### config.mk
export PLATFORM = sky130hd
export DESIGN_NAME = fpu_issue_arbiter
export DESIGN_NICKNAME = d
export VERILOG_FILES = /design/src/rtl/fpu_pkg.sv /design/src/rtl/rsp_fifo.sv /design/src/rtl/fpu_issue_arbiter.sv
export SDC_FILE = /design/constraint.sdc
export NUM_CORES = 1
export LEC_CHECK = 0
export CAP_MARGIN = 20
export CORE_MARGIN = 4
export CORE_UTILIZATION = 55
export CTS_CLUSTER_SIZE = 10
export DETAILED_ROUTE_END_ITERATION = 7
export PLACE_DENSITY_LB_ADDON = 0.15
export SYNTH_ARGS = -nofsm -noshare
export SYNTH_HDL_FRONTEND = slang
export SYNTH_SLANG_ARGS = --single-unit
### constraint.sdc
create_clock -name clk -period 12.4 [get_ports clk]
set_input_delay 1.24 -clock clk [delete_from_list [all_inputs] [get_ports clk]]
set_output_delay 1.24 -clock clk [all_outputs]
set_load 0.02 [all_outputs]
### src/rtl/fpu_pkg.sv
`default_nettype none
// ============================================================================
// Module      : fpu_pkg
// Description : Shared widths, FPU latency default, operation encodings and
//               the issue-tracking record used by the FPU issue arbiter.
// Revision    : 1.0 - initial release
// ============================================================================
package fpu_pkg;

    localparam int DATA_W          = 32;
    localparam int FPU_LAT_DEFAULT = 6;

    typedef enum logic [1:0] {
        OP_ADD = 2'b00,
        OP_SUB = 2'b01,
        OP_MUL = 2'b10,
        OP_DIV = 2'b11
    } fpu_op_e;

    typedef struct packed {
        logic vld;
        logic id;
    } trk_t;

endpackage
`default_nettype wire

### src/rtl/rsp_fifo.sv
`default_nettype none
// ============================================================================
// Module      : rsp_fifo
// Description : Synchronous FIFO with asynchronous reset; the head word is
//               forced to zero whenever the FIFO is empty.
// Revision    : 1.0 - initial release
// ============================================================================
module rsp_fifo #(
    parameter int WIDTH = 33,
    parameter int DEPTH = 8
) (
    input  logic                             clk,
    input  logic                             rst,
    input  logic                             push,
    input  logic [WIDTH-1:0]                 push_data,
    input  logic                             pop_req,
    output logic                             valid,
    output logic [WIDTH-1:0]                 head,
    output logic [$clog2(DEPTH+1)-1:0]       count
);

    localparam int AW = (DEPTH > 1) ? $clog2(DEPTH) : 1;
    localparam int CW = $clog2(DEPTH + 1);

    logic [WIDTH-1:0] r_mem [DEPTH];
    logic [AW-1:0]    r_wr_ptr;
    logic [AW-1:0]    r_rd_ptr;
    logic [CW-1:0]    r_count;
    logic             w_pop;
    logic             w_full;

    assign valid  = (r_count != '0);
    assign w_full = (r_count == CW'(DEPTH));
    assign w_pop  = pop_req && valid;
    assign head   = valid ? r_mem[r_rd_ptr] : '0;
    assign count  = r_count;

    // Storage carries no reset; only the pointers and count define content.
    always_ff @(posedge clk) begin
        if (push && !w_full) begin
            r_mem[r_wr_ptr] <= push_data;
        end
    end

    always_ff @(posedge clk or posedge rst) begin
        if (rst) begin
            r_wr_ptr <= '0;
            r_rd_ptr <= '0;
            r_count  <= '0;
        end else begin
            if (push && !w_full) begin
                r_wr_ptr <= (r_wr_ptr == AW'(DEPTH - 1)) ? '0 : r_wr_ptr + 1'b1;
            end
            if (w_pop) begin
                r_rd_ptr <= (r_rd_ptr == AW'(DEPTH - 1)) ? '0 : r_rd_ptr + 1'b1;
            end
            case ({push && !w_full, w_pop})
                2'b10:   r_count <= r_count + 1'b1;
                2'b01:   r_count <= r_count - 1'b1;
                default: r_count <= r_count;
            endcase
        end
    end

    a_no_overflow: assert property (@(posedge clk) disable iff (rst) !(push && w_full));

endmodule
`default_nettype wire

### src/rtl/fpu_issue_arbiter.sv
`default_nettype none
// ============================================================================
// Module      : fpu_issue_arbiter
// Description : Round-robin issue of two requesters onto one pipelined FPU,
//               with credit-based flow control into an in-order response FIFO.
// Revision    : 1.0 - initial release
// ============================================================================
module fpu_issue_arbiter #(
    parameter int DATA_W    = fpu_pkg::DATA_W,
    parameter int FPU_LAT   = fpu_pkg::FPU_LAT_DEFAULT,
    parameter int RSP_DEPTH = 8
) (
    input  logic              clk,
    input  logic              rst,
    input  logic              req0_valid,
    output logic              req0_ready,
    input  logic [DATA_W-1:0] req0_op1,
    input  logic [DATA_W-1:0] req0_op2,
    input  logic [1:0]        req0_operation,
    input  logic              req1_valid,
    output logic              req1_ready,
    input  logic [DATA_W-1:0] req1_op1,
    input  logic [DATA_W-1:0] req1_op2,
    input  logic [1:0]        req1_operation,
    output logic [DATA_W-1:0] fpu_op1,
    output logic [DATA_W-1:0] fpu_op2,
    output logic [1:0]        fpu_operation,
    input  logic [DATA_W-1:0] fpu_result,
    output logic              rsp_valid,
    input  logic              rsp_ready,
    output logic              rsp_id,
    output logic [DATA_W-1:0] rsp_data,
    output logic              busy
);

    import fpu_pkg::*;

    localparam int CNT_W = $clog2(RSP_DEPTH + 1);

    logic             r_rr_ptr;
    logic [CNT_W-1:0] r_inflight;
    trk_t             r_trk [FPU_LAT];
    logic [CNT_W-1:0] w_fifo_count;
    logic             w_issue_ok;
    logic             w_grant;
    logic             w_grant_id;
    logic             w_last_vld;
    logic [DATA_W:0]  w_rsp_head;

    // Credit = RSP_DEPTH - (inflight + fifo_count) > 0.
    assign w_issue_ok = ({1'b0, r_inflight} + {1'b0, w_fifo_count}) < (CNT_W + 1)'(RSP_DEPTH);

    always_comb begin
        w_grant    = 1'b0;
        w_grant_id = 1'b0;
        if (!rst && w_issue_ok) begin
            if (r_rr_ptr ? req1_valid : req0_valid) begin
                w_grant    = 1'b1;
                w_grant_id = r_rr_ptr;
            end else if (r_rr_ptr ? req0_valid : req1_valid) begin
                w_grant    = 1'b1;
                w_grant_id = ~r_rr_ptr;
            end
        end
    end

    assign req0_ready = w_grant && !w_grant_id;
    assign req1_ready = w_grant &&  w_grant_id;

    always_comb begin
        fpu_op1       = '0;
        fpu_op2       = '0;
        fpu_operation = OP_ADD;
        if (w_grant) begin
            fpu_op1       = w_grant_id ? req1_op1       : req0_op1;
            fpu_op2       = w_grant_id ? req1_op2       : req0_op2;
            fpu_operation = w_grant_id ? req1_operation : req0_operation;
        end
    end

    assign w_last_vld = r_trk[FPU_LAT-1].vld;

    always_ff @(posedge clk or posedge rst) begin
        if (rst) begin
            r_rr_ptr   <= 1'b0;
            r_inflight <= '0;
            for (int i = 0; i < FPU_LAT; i++) begin
                r_trk[i] <= '0;
            end
        end else begin
            if (w_grant) begin
                r_rr_ptr <= ~r_rr_ptr;
            end
            r_trk[0] <= '{vld: w_grant, id: w_grant_id};
            for (int i = 1; i < FPU_LAT; i++) begin
                r_trk[i] <= r_trk[i-1];
            end
            case ({w_grant, w_last_vld})
                2'b10:   r_inflight <= r_inflight + 1'b1;
                2'b01:   r_inflight <= r_inflight - 1'b1;
                default: r_inflight <= r_inflight;
            endcase
        end
    end

    rsp_fifo #(
        .WIDTH (DATA_W + 1),
        .DEPTH (RSP_DEPTH)
    ) u_rsp_fifo (
        .clk       (clk),
        .rst       (rst),
        .push      (w_last_vld),
        .push_data ({r_trk[FPU_LAT-1].id, fpu_result}),
        .pop_req   (rsp_ready),
        .valid     (rsp_valid),
        .head      (w_rsp_head),
        .count     (w_fifo_count)
    );

    assign rsp_id   = w_rsp_head[DATA_W];
    assign rsp_data = w_rsp_head[DATA_W-1:0];
    assign busy     = (r_inflight != '0) || (w_fifo_count != '0);

endmodule
`default_nettype wire

---- Word level (Yosys, flattened, before mapping) ----
Memory sizes are Yosys's and may differ from the RTL's.
Index checks and enable logic that the tools add are counted.
W data, S select, Z words.
storage, ports and cells
  register bits ........................... 27
  latch bits .............................. 0
  memory bits (writable) .................. 264
  ROM bits ................................ 0
  input bits .............................. 169
  output and inout bits ................... 103
  word-level logic and storage cells ...... 68
  memories ................................ 1
operators by class
  add/sub/neg operators ................... 7
  $mul .................................... 0
  divide/modulo/power cells ............... 0
  order comparisons ....................... 1
  eq/ne operators ......................... 7
  shifts and indexed selects .............. 0
  mux-type cells .......................... 21
  bitwise operators ....................... 1
  reductions and logical operators ........ 13
memories
  name              depth  width  rd ports  clocked after Yosys merged registers in  write ports  line            text
  u_rsp_fifo.r_mem  8      33     1         0                                        1            rsp_fifo.sv:25  logic [WIDTH-1:0] r_mem [DEPTH];
operators by type and width
  operator               count
  $mux W32               4
  $mux W33               1
  $pmux W4 S2            2
  $mux W1                10
  $add A4 B1 Y4 const B  2
  $reduce_bool A4 Y1     2
  $sub A4 B1 Y4 const B  2
  $add A3 B1 Y3 const B  2
  $eq A3 B3 Y1 const B   2
  $mux W3                2
  $add A4 B4 Y5          1
  $logic_and A1 B1 Y1    5
  $lt A5 B4 Y1 const B   1
  $eq A2 B1 Y1 const B   2
  $eq A2 B2 Y1 const B   2
  $eq A4 B4 Y1 const B   1
  $mux W2                2
  $reduce_bool A2 Y1     2
  $logic_not A1 Y1       3
  $logic_or A1 B1 Y1     1
  $not A1 Y1             1

---- Logic depth before layout (Yosys ltp) ----
  depth after elaboration ................. 6
  mapped depth ............................ 9
  mapped depth without buffers ............ 9

---- Cells and area by module ----
Synthesis repeated with hierarchy kept, for this count alone.
unflattened totals
  cells, all modules ...................... 738
  area total of the unflattened synthesis .. 12653.4 um^2
modules (own cells, without submodules)
  module             instances  cells an instance  area each (um^2)  seq. area each (um^2)
  rsp_fifo           1          457                10646.5           8177.8
  fpu_issue_arbiter  1          281                2006.9            425.4

---- Worst setup path after synthesis ----
OpenSTA, ideal clock, no wires.
  path kind ............................... flip-flop to flip-flop
  start ................................... register u_rsp_fifo.r_count[2], in the netlist u_rsp_fifo.count[2]
  end ..................................... memory u_rsp_fifo.r_mem[0][0], enable pin
  arrival time ............................ 3.906 ns
  path slack .............................. 7.988 ns
  cell stages (with the launch flop) ...... 4
  path buffers ............................ 0
  clock period less this slack ............ 4.412 ns
  cells stage by stage .................... dfrtp_1 or3_1 o21ai_4 nor4_1
between the ends
  cells in the longest elaborated chain, start to end .. 5
RTL lines
  item                           line            text
  start, declared                rsp_fifo.sv:28  logic [CW-1:0] r_count;
  start signal, assigned         rsp_fifo.sv:58  2'b10: r_count <= r_count + 1'b1;
  start signal, assigned         rsp_fifo.sv:59  2'b01: r_count <= r_count - 1'b1;
  start signal, assigned         rsp_fifo.sv:60  default: r_count <= r_count;
  $eq A4 B4 Y1                   rsp_fifo.sv:33  assign w_full = (r_count == CW'(DEPTH));
  $logic_not A1 Y1               rsp_fifo.sv:40  if (push && !w_full) begin
  $logic_and A1 B1 Y1            rsp_fifo.sv:40
  $mux W1                        rsp_fifo.sv:40
  $mux W1 (not written as such)  rsp_fifo.sv:41  r_mem[r_wr_ptr] <= push_data;
  end, declared                  rsp_fifo.sv:25
Every way passes these cells.

---- Worst setup path after layout ----
  start ................................... input req1_valid
  end ..................................... output fpu_op1[15]
between the ends
  cells in the longest elaborated chain, start to end .. 6
RTL lines
  item                   line                     text
  start, declared        fpu_issue_arbiter.sv:20  input logic req1_valid,
  $mux W1 (2 in series)  fpu_issue_arbiter.sv:60  end else if (r_rr_ptr ? req0_valid : req1_valid) begin
  $mux W1                fpu_issue_arbiter.sv:57  if (r_rr_ptr ? req1_valid : req0_valid) begin
  $mux W1                fpu_issue_arbiter.sv:56  if (!rst && w_issue_ok) begin
  $mux W32               fpu_issue_arbiter.sv:75  fpu_op1 = w_grant_id ? req1_op1 : req0_op1;
  $mux W32 (*)           fpu_issue_arbiter.sv:74  if (w_grant) begin
  end, declared          fpu_issue_arbiter.sv:25  output logic [DATA_W-1:0] fpu_op1,
Mark *: on every way between the ends. The rest lies on a longest branch, timed or not.

==> results.yml <==
yosys:
  ys_seq_area_share_pct: 67.2
  synth_flop_cell: "edfxtp_1"
  muxShareOfSynthArea_pct: 12.3
  synth_common_cells: "edfxtp_1 (264), a21oi_1 (69), mux4_2 (66), nand3b_1 (66), o211ai_1 (65)"
  ys_warn_count: 0
  synthCells: 758
  synthTopCellsByArea: "edfxtp_1 (62%), mux4_2 (12%), dfrtp_1 (5.3%), nand3b_1 (3.9%), o211ai_1 (3.8%)"
  yosysMostFrequentCell: "edfxtp_1"
  synth-compound-area-share_pct: 9.89
  synth-edff-count: 264
  syn_area_per_cell_sq_um: 16.9
  synth_cell_types: 47
  synth_top_family_by_area: "multiplexers"
  synth_top_area_share_pct: 61.9
  synth_fa_ha_area_share_pct: 1.43
  synthSimpleGateAreaFrac_pct: 5.84
  syn-cell-area_sq_um: 12800
  synthArstFlopShare_pct: 9.28
  synth_xor_area_share_pct: 0.410
  synth-seq-cells: 291
  synth.net_count: 941
  yosys.area.top_type: "edfxtp_1"
die:
  rows: 55
  core_area_sq_um: 22800
  ios: 272
  die_x_microns: 161
  die-area_sq_um: 25800
  die_y_microns: 161
  initial_core_util_pct: 56.2
power:
  switchingPower_mw: 1.16
  power.leakage_nw: 5.46
  comb_power_share_pct: 40.0
  sequentialPowerShare_pct: 35.3
  clockPowerShare_pct: 24.7
  worst_ir_drop_vdd_uv: 126
  internal_power_mw: 2.37
  powerDensity_nw_per_um2: 210
  power_switching_share_pct: 32.9
timing:
  slew_headroom_pct: 27.9
  tightest_slew_ps: 1080
  period_needed_ps: 5000
  drv_slew: 0
  setup_tns_ps: 0
  setup_viol: 0
  finalClockSkew_ps: 6.16
  fin_hold_ws_ps: 352
  grt_setup_unrepaired: "false"
  hold_violations: 0
  max_freq_mhz: 200
  finalCritPeriodShare_pct: 40.3
worst_setup_path:
  cp.required_ps: 11160
  criticalPathCategory: "in2out"
  critPathMaxFanout: 69
  startpoint_type: "input port"
  worst_setup_path_end_kind: "output port"
  rrSetupSlack_ps: 9320
  crit_arrival_ps: 3760
cts:
  cts-resized-gates: 0
  cts_buffers: 35
  clock_sinks: 291
  cts.clk_slew.worst_paths_ps: 50
  cts_root_buffer: "clkbuf_16"
  htreeDepth: 2
  clk_latency_ps: 500
  max-clock-path-buffers: 3
  hold_buffers: 0
  cts_tree: "built"
  post-cts-setup-buffer-count: 0
layout:
  instances_no_fill: 1347
  nFillCells: 1457
  drive_gt1_share_pct: 14.6
  utilization_pct: 73.8
  multi_input_area_sq_um: 3900
  syn2layout_area_growth_pct: 31.4
  ff_latch_area_sq_um: 8610
  nets: 1200
drt:
  via_count: 8174
  vias_per_cell: 6.07
  postRouteAntennaNets: 0
  wirelength_mm: 33.7
  drt_first_iter_violations: 540
  drc: 0
  avgRoutedWirePerCell_microns: 25.0
  first_pass_iters: 4
place:
  hpwlAfterDp_mm: 20.9
  dp_cells: 1290
  port_buffers: 271
  gp_congestion: 0.917
grt:
  grt_max_degree: 71
  grt_pass1_vias: 8545
  grt_overflow: 0
  grt_usage_pct: 26.0
  grt_pass1_wl_mm: 51.1
  grt_antenna_before_repair: 10
outcome:
  status: "complete, no violations"
run:
  maxCapViolations: 0
worst_hold_path:
  hold_class: "reg2reg"
area by class of cell:
cell class,instances,area share (%)
Antenna cell,9,0.134
Sequential cell,291,51.2
Clock inverter,2,0.0669
Multi-Input combinational cell,387,23.2
Clock buffer,43,5.64
Timing Repair Buffer,289,17.2
Inverter,13,0.290
Tap cell,313,2.33
logic make-up after synthesis:
family,after synthesis
buffers and inverters,80
AOI/OAI and AO/OA,184
adders and majority gates,14
xor gates and xnor gates,6
and+or+nand+nor,109
muxes,74
DFF,291
layer usage:
metal	track usage [%]	up-vias	wire [microns]
li1	-	3624	-
met1	31.0	4131	12100
met2	45.3	354	17800
met3	6.57	65	2520
met4	10.6	0	1220
met5	0	-	0
power by group through the flow:
| stage | sequential (mW) | combinational (mW) | clock, mW |
|---|---|---|---|
| after detailed placement | 1.27 | 1.40 | 0 |
| after global routing | 1.26 | 1.51 | 0.943 |
| final | 1.25 | 1.41 | 0.875 |
| after floorplan | 1.23 | 0.935 | 0 |
| after CTS | 1.25 | 1.42 | 0.891 |
| after global placement | 1.26 | 1.39 | 0 |
worst paths after layout:
path                                      from                     end  cells past startpoint
setup / recovery                    req1_valid             fpu_op1[15]                      6
hold / removal                       r_trk[10]                r_trk[8]                      0
setup reg to reg           u_rsp_fifo.count[3]           r_inflight[2]                      9
hold reg to reg                      r_trk[10]                r_trk[8]                      0
max in group asynchronous                  rst  u_rsp_fifo.r_rd_ptr[0]                      3
min in group asynchronous                  rst     u_rsp_fifo.count[2]                      2
critical path, stage by stage:
cell and delay (ps):
buf_2 90, buf_4 310, inv_2 880, o211ai_1 320, a21oi_1 220, clkdlybuf4s50_1 630
through the flow:
stage / setup WS [ps] / instance area [sq um] / power, mW
3_5_place_dp: 7270 / 15800 / 2.67
2_1_floorplan: 7990 / 12800 / 2.16
6_report: 7400 / 16800 / 3.54
4_1_cts: 7280 / 16700 / 3.56
5_1_grt: 7250 / 16800 / 3.71
3_3_place_gp: 7270 / 15800 / 2.65
flip-flops by register name, summed over array words and instances (netlist names):
signal               count
r_inflight               4
u_rsp_fifo.r_mem       264
w_last_vld               1
u_rsp_fifo.count         4
r_trk                   11
u_rsp_fifo.r_rd_ptr      3
u_rsp_fifo.r_wr_ptr      3
r_rr_ptr                 1
layout by cell type, fill, tap and decap left out, types with 2 or more instances in the layout:
cell type        Yosys  final
clkdlybuf4s50_1      0    269
edfxtp_1           264    264
a21oi_1             69     69
mux4_2              66     66
nand3b_1            66     66
o211ai_1            65     65
clkbuf_16            0     37
a22o_1              33     33
dfrtp_1             27     25
buf_4                2     15
ha_1                13     13
inv_1               11     10
diode_2              0      9
nor2_1              11      7
o21ai_0              6      6
mux2_2               6      6
clkbuf_1            38      6
nand2_1              4      4
xnor2_1              4      4
nand2b_1             4      4
nor2_4               0      4
nor3_2               0      4
nor3b_1              4      4
inv_2                2      3
xor2_1               2      2
nor2b_1              3      2
mux2i_1              2      2
o21ai_4              1      2
nor4_1               3      2
nor4b_1              2      2
nand3_1              2      2
buf_2               11      2
buf_16               0      2
Power figures use the tool's default switching activity.
